==> src/rtl/video_timing_gen.sv <==
// Raster timing generator: pixel coordinates, sync, data-enable and start strobes.
// Optional frames-completed counter output enabled by defining VTG_FRAME_CNT_EN.
module video_timing_gen #(
    parameter int unsigned H_ACTIVE = 800,
    parameter int unsigned H_FP     = 40,
    parameter int unsigned H_SYNC   = 128,
    parameter int unsigned H_BP     = 88,
    parameter int unsigned V_ACTIVE = 600,
    parameter int unsigned V_FP     = 1,
    parameter int unsigned V_SYNC   = 4,
    parameter int unsigned V_BP     = 23,
    parameter bit          H_POL    = 1'b1,
    parameter bit          V_POL    = 1'b1
) (
    input  logic        clk,
    input  logic        rst,
    input  logic        i_en,
    output logic [15:0] o_x,
    output logic [15:0] o_y,
    output logic        o_hsync,
    output logic        o_vsync,
    output logic        o_de,
    output logic        o_line_start,
    output logic        o_frame_start
`ifdef VTG_FRAME_CNT_EN
    ,
    output logic [15:0] o_frame_cnt
`endif
);

    localparam logic [15:0] H_LAST   = 16'(H_ACTIVE + H_FP + H_SYNC + H_BP - 1);
    localparam logic [15:0] V_LAST   = 16'(V_ACTIVE + V_FP + V_SYNC + V_BP - 1);
    localparam logic [15:0] H_ACT    = 16'(H_ACTIVE);
    localparam logic [15:0] V_ACT    = 16'(V_ACTIVE);
    localparam logic [15:0] HS_START = 16'(H_ACTIVE + H_FP);
    localparam logic [15:0] HS_END   = 16'(H_ACTIVE + H_FP + H_SYNC);
    localparam logic [15:0] VS_START = 16'(V_ACTIVE + V_FP);
    localparam logic [15:0] VS_END   = 16'(V_ACTIVE + V_FP + V_SYNC);

    logic [15:0] h_cnt_q, h_cnt_d;
    logic [15:0] v_cnt_q, v_cnt_d;
    logic [15:0] x_q, x_d;
    logic [15:0] y_q, y_d;
    logic        hs_q, hs_d;
    logic        vs_q, vs_d;
    logic        de_q, de_d;
    logic        ls_q, ls_d;
    logic        fs_q, fs_d;
`ifdef VTG_FRAME_CNT_EN
    logic [15:0] fc_q, fc_d;
    logic        started_q, started_d;
`endif

    always_comb begin
        h_cnt_d = h_cnt_q;
        v_cnt_d = v_cnt_q;
        x_d     = x_q;
        y_d     = y_q;
        hs_d    = hs_q;
        vs_d    = vs_q;
        de_d    = de_q;
        ls_d    = ls_q;
        fs_d    = fs_q;
`ifdef VTG_FRAME_CNT_EN
        fc_d      = fc_q;
        started_d = started_q;
`endif
        if (i_en) begin
            if (h_cnt_q == H_LAST) begin
                h_cnt_d = '0;
                v_cnt_d = (v_cnt_q == V_LAST) ? '0 : v_cnt_q + 16'd1;
            end else begin
                h_cnt_d = h_cnt_q + 16'd1;
            end
            // Outputs decode the pre-increment counters, so they trail by one strobe.
            x_d  = h_cnt_q;
            y_d  = v_cnt_q;
            de_d = (h_cnt_q < H_ACT) && (v_cnt_q < V_ACT);
            ls_d = (h_cnt_q == '0);
            fs_d = (h_cnt_q == '0) && (v_cnt_q == '0);
            hs_d = ((h_cnt_q >= HS_START) && (h_cnt_q < HS_END)) ? H_POL : ~H_POL;
            vs_d = ((v_cnt_q >= VS_START) && (v_cnt_q < VS_END)) ? V_POL : ~V_POL;
`ifdef VTG_FRAME_CNT_EN
            // The first frame after reset is frame 0; only later frame starts count.
            if ((h_cnt_q == '0) && (v_cnt_q == '0)) begin
                started_d = 1'b1;
                if (started_q) fc_d = fc_q + 16'd1;
            end
`endif
        end
    end

    always_ff @(posedge clk) begin
        if (rst) begin
            h_cnt_q <= '0;
            v_cnt_q <= '0;
            x_q     <= '0;
            y_q     <= '0;
            hs_q    <= ~H_POL;
            vs_q    <= ~V_POL;
            de_q    <= 1'b0;
            ls_q    <= 1'b0;
            fs_q    <= 1'b0;
`ifdef VTG_FRAME_CNT_EN
            fc_q      <= '0;
            started_q <= 1'b0;
`endif
        end else begin
            h_cnt_q <= h_cnt_d;
            v_cnt_q <= v_cnt_d;
            x_q     <= x_d;
            y_q     <= y_d;
            hs_q    <= hs_d;
            vs_q    <= vs_d;
            de_q    <= de_d;
            ls_q    <= ls_d;
            fs_q    <= fs_d;
`ifdef VTG_FRAME_CNT_EN
            fc_q      <= fc_d;
            started_q <= started_d;
`endif
        end
    end

    assign o_x           = x_q;
    assign o_y           = y_q;
    assign o_hsync       = hs_q;
    assign o_vsync       = vs_q;
    assign o_de          = de_q;
    assign o_line_start  = ls_q;
    assign o_frame_start = fs_q;
`ifdef VTG_FRAME_CNT_EN
    assign o_frame_cnt   = fc_q;
`endif

endmodule

==> config.mk <==
export PLATFORM = sky130hd
export DESIGN_NAME = video_timing_gen
export DESIGN_NICKNAME = d
export VERILOG_FILES = /design/src/rtl/video_timing_gen.sv
export SDC_FILE = /design/constraint.sdc
export NUM_CORES = 1
export LEC_CHECK = 0
export ABC_CLOCK_PERIOD_IN_PS = 3280
export CAP_MARGIN = 20
export CORE_MARGIN = 3
export CORE_UTILIZATION = 55
export CTS_CLUSTER_DIAMETER = 80
export DETAILED_ROUTE_END_ITERATION = 16
export HOLD_SLACK_MARGIN = 0.03
export PLACE_DENSITY = 0.84
export SYNTH_ARGS = -nofsm -noshare
export SYNTH_HDL_FRONTEND = slang
export SYNTH_SLANG_ARGS = --single-unit
==> constraint.sdc <==
create_clock -name clk -period 3.28 [get_ports clk]
set_clock_uncertainty 0.1 [all_clocks]
set_input_delay 0.328 -clock clk [delete_from_list [all_inputs] [get_ports clk]]
set_output_delay 0.328 -clock clk [all_outputs]
set_load 0.01 [all_outputs]
==> results.cfg, run 1 <==
[run_status]
outcome = completed

[synthesis]
ys_ff_latch = 69
avgSynthCellArea_um2 = 8.608
synth_edf_count = 0
syn_nets = 376
syn_inst = 367
yosysWarnings = 0
ys_seq_area_share_pct = 43.72
ys.flop_type = dfxtp_1
synth_area_mm2 = 0.003159
synthDistinctLibCells = 44
async_flop_share_pct = 0

[grt]
grt-ovfl-total = 0
grt_pass1_vias = 2393
grt_max_degree = 57
grt_busiest_layer = met1
use_met2_pct = 31.74
grt_use_met3_pct = 4.496
antenna_found_initial = 0
grt_usage_pct = 22.29
grt_pass1_wl_um = 11460
grt_use_met1_pct = 31.82

[critical_path]
crit_chain = or3_4, or4b_4, or2_1, or4_1, a31oi_1
max_stage_delay_ns = 0.58
startpoint_type = register
cp-end-kind = register
required_ns = 3.45
crit_type = reg -> reg
cp_data_arrival_time_ns = 2.86
crit_slowest_cell = or4_1
path_max_fanout = 20

[final_layout]
nets = 400
antennaDiodeCount = 0
syn2layout_area_growth_pct = 17.66
drive_above_1_share_pct = 7.576

[sta]
rsz0062_at_grt = false
max_slew_margin_pct = 55.72
setup_violations = 0
finalSetupTns_ns = 0
max_freq_mhz = 372.0
slew_viol_final = 0
min_period_over_period_pct = 81.96
setup_ws_ns = 0.5917
fin_hold_ws_ns = 0.3738
period_minus_slack_ns = 2.688
worst_pin_slew_ns = 0.6643
finalHoldViolations = 0

[power]
p_switching_mw = 0.3850
p_leak_nw = 1.374
p_seq_share_pct = 53.3
internal_power_mw = 1.223
sw_frac_of_total_pct = 23.94
power_frac_clock_pct = 41.4
ir_drop_v = 0.0002802
p_comb_share_pct = 5.3
power-per-cell-area_mw_per_mm2 = 432.6

[drt]
wl_per_cell_um = 14.36
drcViolationCount = 0
dr_total_vias = 2633
wirelength_um = 6690
firstDrtPassIters = 4
dr.first_iter.drc_count = 255
via_per_inst = 5.650
antenna_left = 0

[clock_network]
cts_tree = done
clockBufferDepth = 2
ctsHoldBuffers = 0
htree_levels = 3
clkLatencyLatePin_ns = 0.34
post-cts-setup-buffers = 0
cts-root-buf = clkbuf_8
ctsResizeCount = 0
cts_sinks = 69
clk_pin_slew_worst_paths_ns = 0.08
cts_made_buffers = 9

[place]
port_buffers = 39
gp_congestion = 0.8429
post-dp-hpwl_um = 4367
post-place-ws_ns = 0.6145

[die]
core_area_mm2 = 0.005335
die_y_um = 81.79
initial_core_util_pct = 59.22
io_pins = 40
die_area_mm2 = 0.006690
rows = 26
die_x_um = 81.79

[job]
max_cap_viol_count = 0

[worst_hold_path]
hp-class = reg -> reg
==> placed cells by master (no fill, tap or decap), types with 5 or more instances in the layout <==
cell type	n
nor2_1	63
nand3_1	18
clkdlybuf4s50_1	37
ha_1	6
dfxtp_1	69
nand4_1	7
or4_1	8
inv_1	8
o21ai_0	7
xor2_1	6
or2_2	5
xnor2_1	9
nand2_1	27
clkbuf_8	12
mux2i_1	32
a21oi_1	17
nand2b_1	5
and3_1	6
==> critical path: cells and delay by family, from the launching register on <==
kind            cells  cell delay (ns)
simple gates        4             1.97
flops               1             0.37
compound gates      1             0.17
==> per-layer routing <==
layer | up-vias | share of wire [%]
li1 | 1321 | -
met1 | 1213 | 46
met2 | 89 | 45
met3 | 10 | 6.4
met4 | 0 | 1.7
met5 | - | 0
==> flip-flops by register name (all words and copies together) (netlist names) <==
register and count:
o_frame_start 1, v_cnt_q 16, o_vsync 1, o_de 1, o_hsync 1, o_y 16
o_line_start 1, o_x 16, h_cnt_q 16
==> final timing paths <==
| check | end | cells after the start | start | slack, ns |
|---|---|---|---|---|
| worst max-delay path | v_cnt_q[10]$_SDFFE_PP0P_ | 5 | h_cnt_q[5]$_SDFFE_PP0P_ | 0.59 |
| worst min-delay path | o_hsync$_SDFFE_PP0P_ | 2 | o_hsync$_SDFFE_PP0P_ | 0.37 |
| worst max register to register | v_cnt_q[10]$_SDFFE_PP0P_ | 5 | h_cnt_q[5]$_SDFFE_PP0P_ | 0.59 |
| worst min register to register | o_hsync$_SDFFE_PP0P_ | 2 | o_hsync$_SDFFE_PP0P_ | 0.37 |
==> kinds of logic after synthesis <==
logic type,synth area share [%]
adder cells (fa/ha/maj),2.376
multiplexers,10.14
XOR/XNOR,4.159
flip-flops,43.72
AND/OR/NAND/NOR,26.46
AO/OA/AOI/OAI,8.159
buffers and inverters,4.990
==> cell usage after synthesis, types with 3 or more instances <==
master     n  share of area (%)
dfxtp_1   69                 44
nor2_1    63                7.5
mux2i_1   32                 10
nand2_1   27                3.2
nand3_1   18                2.9
a21oi_1   17                2.7
clkbuf_1  16                1.9
xnor2_1    9                2.5
buf_1      8               0.95
inv_1      8               0.95
or4_1      8                1.9
nand4_1    7                1.4
o21ai_0    7                1.1
and3_1     6                1.2
ha_1       6                2.4
xor2_1     6                1.7
nand2b_1   5               0.99
or2_2      5               0.99
a31oi_1    4               0.79
nor2b_1    4               0.79
nor4_1     4               0.79
and4_1     3               0.83
buf_2      3               0.48
nand4b_1   3               0.83
nor4b_1    3               0.83
o32ai_1    3               0.83
==> per-stage QoR <==
stage / std cells / util [%] / instance area, um^2 / total power [mW]
floorplan: 367 / - / 3159 / 0.9349
detailed placement: 450 / 66.02 / 3522 / 0.9626
global route: 466 / 69.68 / 3717 / 1.665
finish: 466 / 69.68 / 3717 / 1.608
global placement: 450 / 66.02 / 3522 / 0.9598
CTS: 466 / 69.68 / 3717 / 1.618
==> layout make-up <==
type,count,area (um^2)
clock buffers,12,165.2
fillers,439,1618
inverters,8,30.03
well taps,70,87.58
repair buffers,42,402.9
multi-input cells,261,1620
flip-flops and latches,69,1381
clock inverters,4,30.03
==> power by group through the flow <==
stage	Sequential (mW)	Clock [mW]	Combinational [mW]
3_3_place_gp	0.876	0	0.0837
6_report	0.857	0.665	0.0859
5_1_grt	0.858	0.712	0.0944
4_1_cts	0.857	0.675	0.0865
2_1_floorplan	0.877	0	0.0583
3_5_place_dp	0.877	0	0.0860
Note: power is estimated with default switching activity, not from simulation.
==> run 2, diff against run 1 <==
==> config.mk (replaced) <==
export PLATFORM = sky130hd
export DESIGN_NAME = video_timing_gen
export DESIGN_NICKNAME = d
export VERILOG_FILES = /design/src/rtl/video_timing_gen.sv
export SDC_FILE = /design/constraint.sdc
export NUM_CORES = 1
export LEC_CHECK = 0
export ABC_CLOCK_PERIOD_IN_PS = 2200
export CAP_MARGIN = 20
export CORE_MARGIN = 3
export CORE_UTILIZATION = 50
export CTS_CLUSTER_DIAMETER = 80
export DETAILED_ROUTE_END_ITERATION = 16
export HOLD_SLACK_MARGIN = 0.03
export PLACE_DENSITY = 0.81
export SYNTH_ARGS = -nofsm -noshare
export SYNTH_HDL_FRONTEND = slang
export SYNTH_SLANG_ARGS = --single-unit
==> constraint.sdc (replaced) <==
create_clock -name clk -period 2.2 [get_ports clk]
set_clock_uncertainty 0.1 [all_clocks]
set_input_delay 0.22 -clock clk [delete_from_list [all_inputs] [get_ports clk]]
set_output_delay 0.22 -clock clk [all_outputs]
set_load 0.01 [all_outputs]
==> results.cfg, run 2 (same netlist as run 1, synthesis figures left out) <==
[critical_path]
cp-end-kind = register
required_ns = 2.38
r2r_cells = 5
cp.buffers_inverters = 0
crit_slowest_cell = or4b_4
cp-startpoint = h_cnt_q[5]$_SDFFE_PP0P_
r2r-end = v_cnt_q[5]$_SDFFE_PP0P_
max_stage_delay_ns = 0.50
r2r_start = h_cnt_q[5]$_SDFFE_PP0P_
rrSetupSlack_ns = -0.05
crit_type = reg -> reg
cp_num_cells = 5
cpLargestDelayFamily = simple AND/OR/NAND/NOR gates
cp_data_arrival_time_ns = 2.43
worstSetupEndpoint = v_cnt_q[5]$_SDFFE_PP0P_
startpoint_type = register
path_max_fanout = 6
crit_chain = or3_4, or4b_4, or2_4, or4_1, o21ai_0

[drt]
dr.first_iter.drc_count = 369
via_per_inst = 5.842
wl_per_cell_um = 16.08
drcViolationCount = 0
wirelength_um = 8023
dr_total_vias = 2915
firstDrtPassIters = 5
antenna_left = 0

[clock_network]
clockBufferDepth = 2
cts_tree = done
clkLatencyLatePin_ns = 0.35
clk_pin_slew_worst_paths_ns = 0.08
cts-root-buf = clkbuf_8
cts_sinks = 69
htree_levels = 3
cts_made_buffers = 9

[sta]
period_minus_slack_ns = 2.248
worst_pin_slew_ns = 0.4383
max_freq_mhz = 444.9
max_slew_margin_pct = 70.74
setup_violations = 8
min_period_over_period_pct = 102.2
finalHoldViolations = 0
rsz0062_at_grt = true
slew_viol_final = 0
setup_ws_ns = -0.04767

[final_layout]
final_common_cell = dfxtp_1
final_cells = 499
syn2layout_area_growth_pct = 28.75
finish.instance_area_mm2 = 0.004068
nets = 428
layout_common_cells = dfxtp_1 (69), nor2_1 (62), clkdlybuf4s50_1 (37)
final_util_pct = 67.50
antennaDiodeCount = 0
drive_above_1_share_pct = 16.51
nFillCells = 459

[die]
rows = 28
die_y_um = 85.49
io_pins = 40
initial_core_util_pct = 52.43
die_x_um = 85.49
core_area_mm2 = 0.006026
die_area_mm2 = 0.007309

[job]
max_cap_viol_count = 0

[place]
post-place-ws_ns = -0.08078
placed_cell_area_mm2 = 0.003706
dp.cells = 477
gp_congestion = 0.8677
port_buffers = 39
post-dp-hpwl_um = 5113

[run_status]
outcome = complete, but fails checks
violations = setup timing

[grt]
grt_pass1_vias = 2703
grt_usage_pct = 21.89
antenna_found_initial = 0
grt_pass1_wl_um = 12940
grt-ovfl-total = 0
grt_max_degree = 32

[power]
p_leak_nw = 1.549
ir_drop_v = 0.0005566
power-per-cell-area_mw_per_mm2 = 662.4

[worst_hold_path]
hp-class = in -> reg
run 2: changes by cell type in the layout (fill, tap and decap cells not counted), moves of 3 or more:
cell / change
clkbuf_8: -3
o32ai_1: -3
bufinv_16: +3
o32ai_2: +3
buf_4: +24
run 2: final cells by class:
| type | count | area [um^2] | share of cell area [%] |
|---|---|---|---|
| multi-input cells | 262 | 1690 | 41.56 |
| flip-flops and latches | 69 | 1381 | 33.96 |
| inverters | 8 | 30.03 | 0.7382 |
| repair buffers | 69 | 625.6 | 15.38 |
| clock inverters | 7 | 122.6 | 3.014 |
| clock buffers | 9 | 123.9 | 3.045 |
| well taps | 75 | 93.84 | 2.307 |
run 2: repair_timing:
action / in CTS / in global routing
setup endpoints to repair: 7 / 12
setup buffers: 0 / 5
pin swaps: 1 / 9
hold buffers: 0 / 0
gates resized for setup: 2 / 17
cloned: 0 / 1
run 2: worst min path at each step:
| stage | endpoint | from | slack [ns] | depth (start not counted) |
|---|---|---|---|---|
| 5_1_grt | v_cnt_q[10]$_SDFFE_PP0P_ | rst | 0.07 | 2 |
| 3_3_place_gp | o_hsync$_SDFFE_PP0P_ | o_hsync$_SDFFE_PP0P_ | 0.36 | 2 |
| 6_report | v_cnt_q[10]$_SDFFE_PP0P_ | rst | 0.08 | 2 |
| 4_1_cts | v_cnt_q[10]$_SDFFE_PP0P_ | rst | 0.07 | 2 |
| 2_1_floorplan | v_cnt_q[3]$_SDFFE_PP0P_ | rst | 0.31 | 2 |
| 3_5_place_dp | o_hsync$_SDFFE_PP0P_ | o_hsync$_SDFFE_PP0P_ | 0.36 | 2 |
run 2: power by group:
group          switching [mW]  internal (mW)
logic                  0.0816         0.0641
registers              0.0119           1.26
clock network           0.516          0.758
run 2: routing by layer:
layer	up-vias	wire [um]	part of all wire, %	track usage, %
li1	1372	-	-	-
met2	157	3989	50	35.81
met3	27	580	7.2	5.476
met5	-	0	0	0
met1	1359	3240	40	27.27
met4	0	213	2.7	9.784
run 2: worst register-to-register path: stages (launching register included):
cell,delay [ns]
dfxtp_1,0.31
or3_4,0.39
or4b_4,0.50
or2_4,0.29
or4_1,0.50
o21ai_0,0.09
run 2: stage by stage:
stage          power (mW)  hold WS (ns)  setup TNS, ns
4_1_cts             2.691       0.07299       -0.02260
6_report            2.694       0.08154        -0.1429
5_1_grt             2.776       0.06811        -0.8405
2_1_floorplan       1.394        0.3069        -0.4501
3_3_place_gp        1.444        0.3574       -0.02045
3_5_place_dp        1.446        0.3581        -0.2932
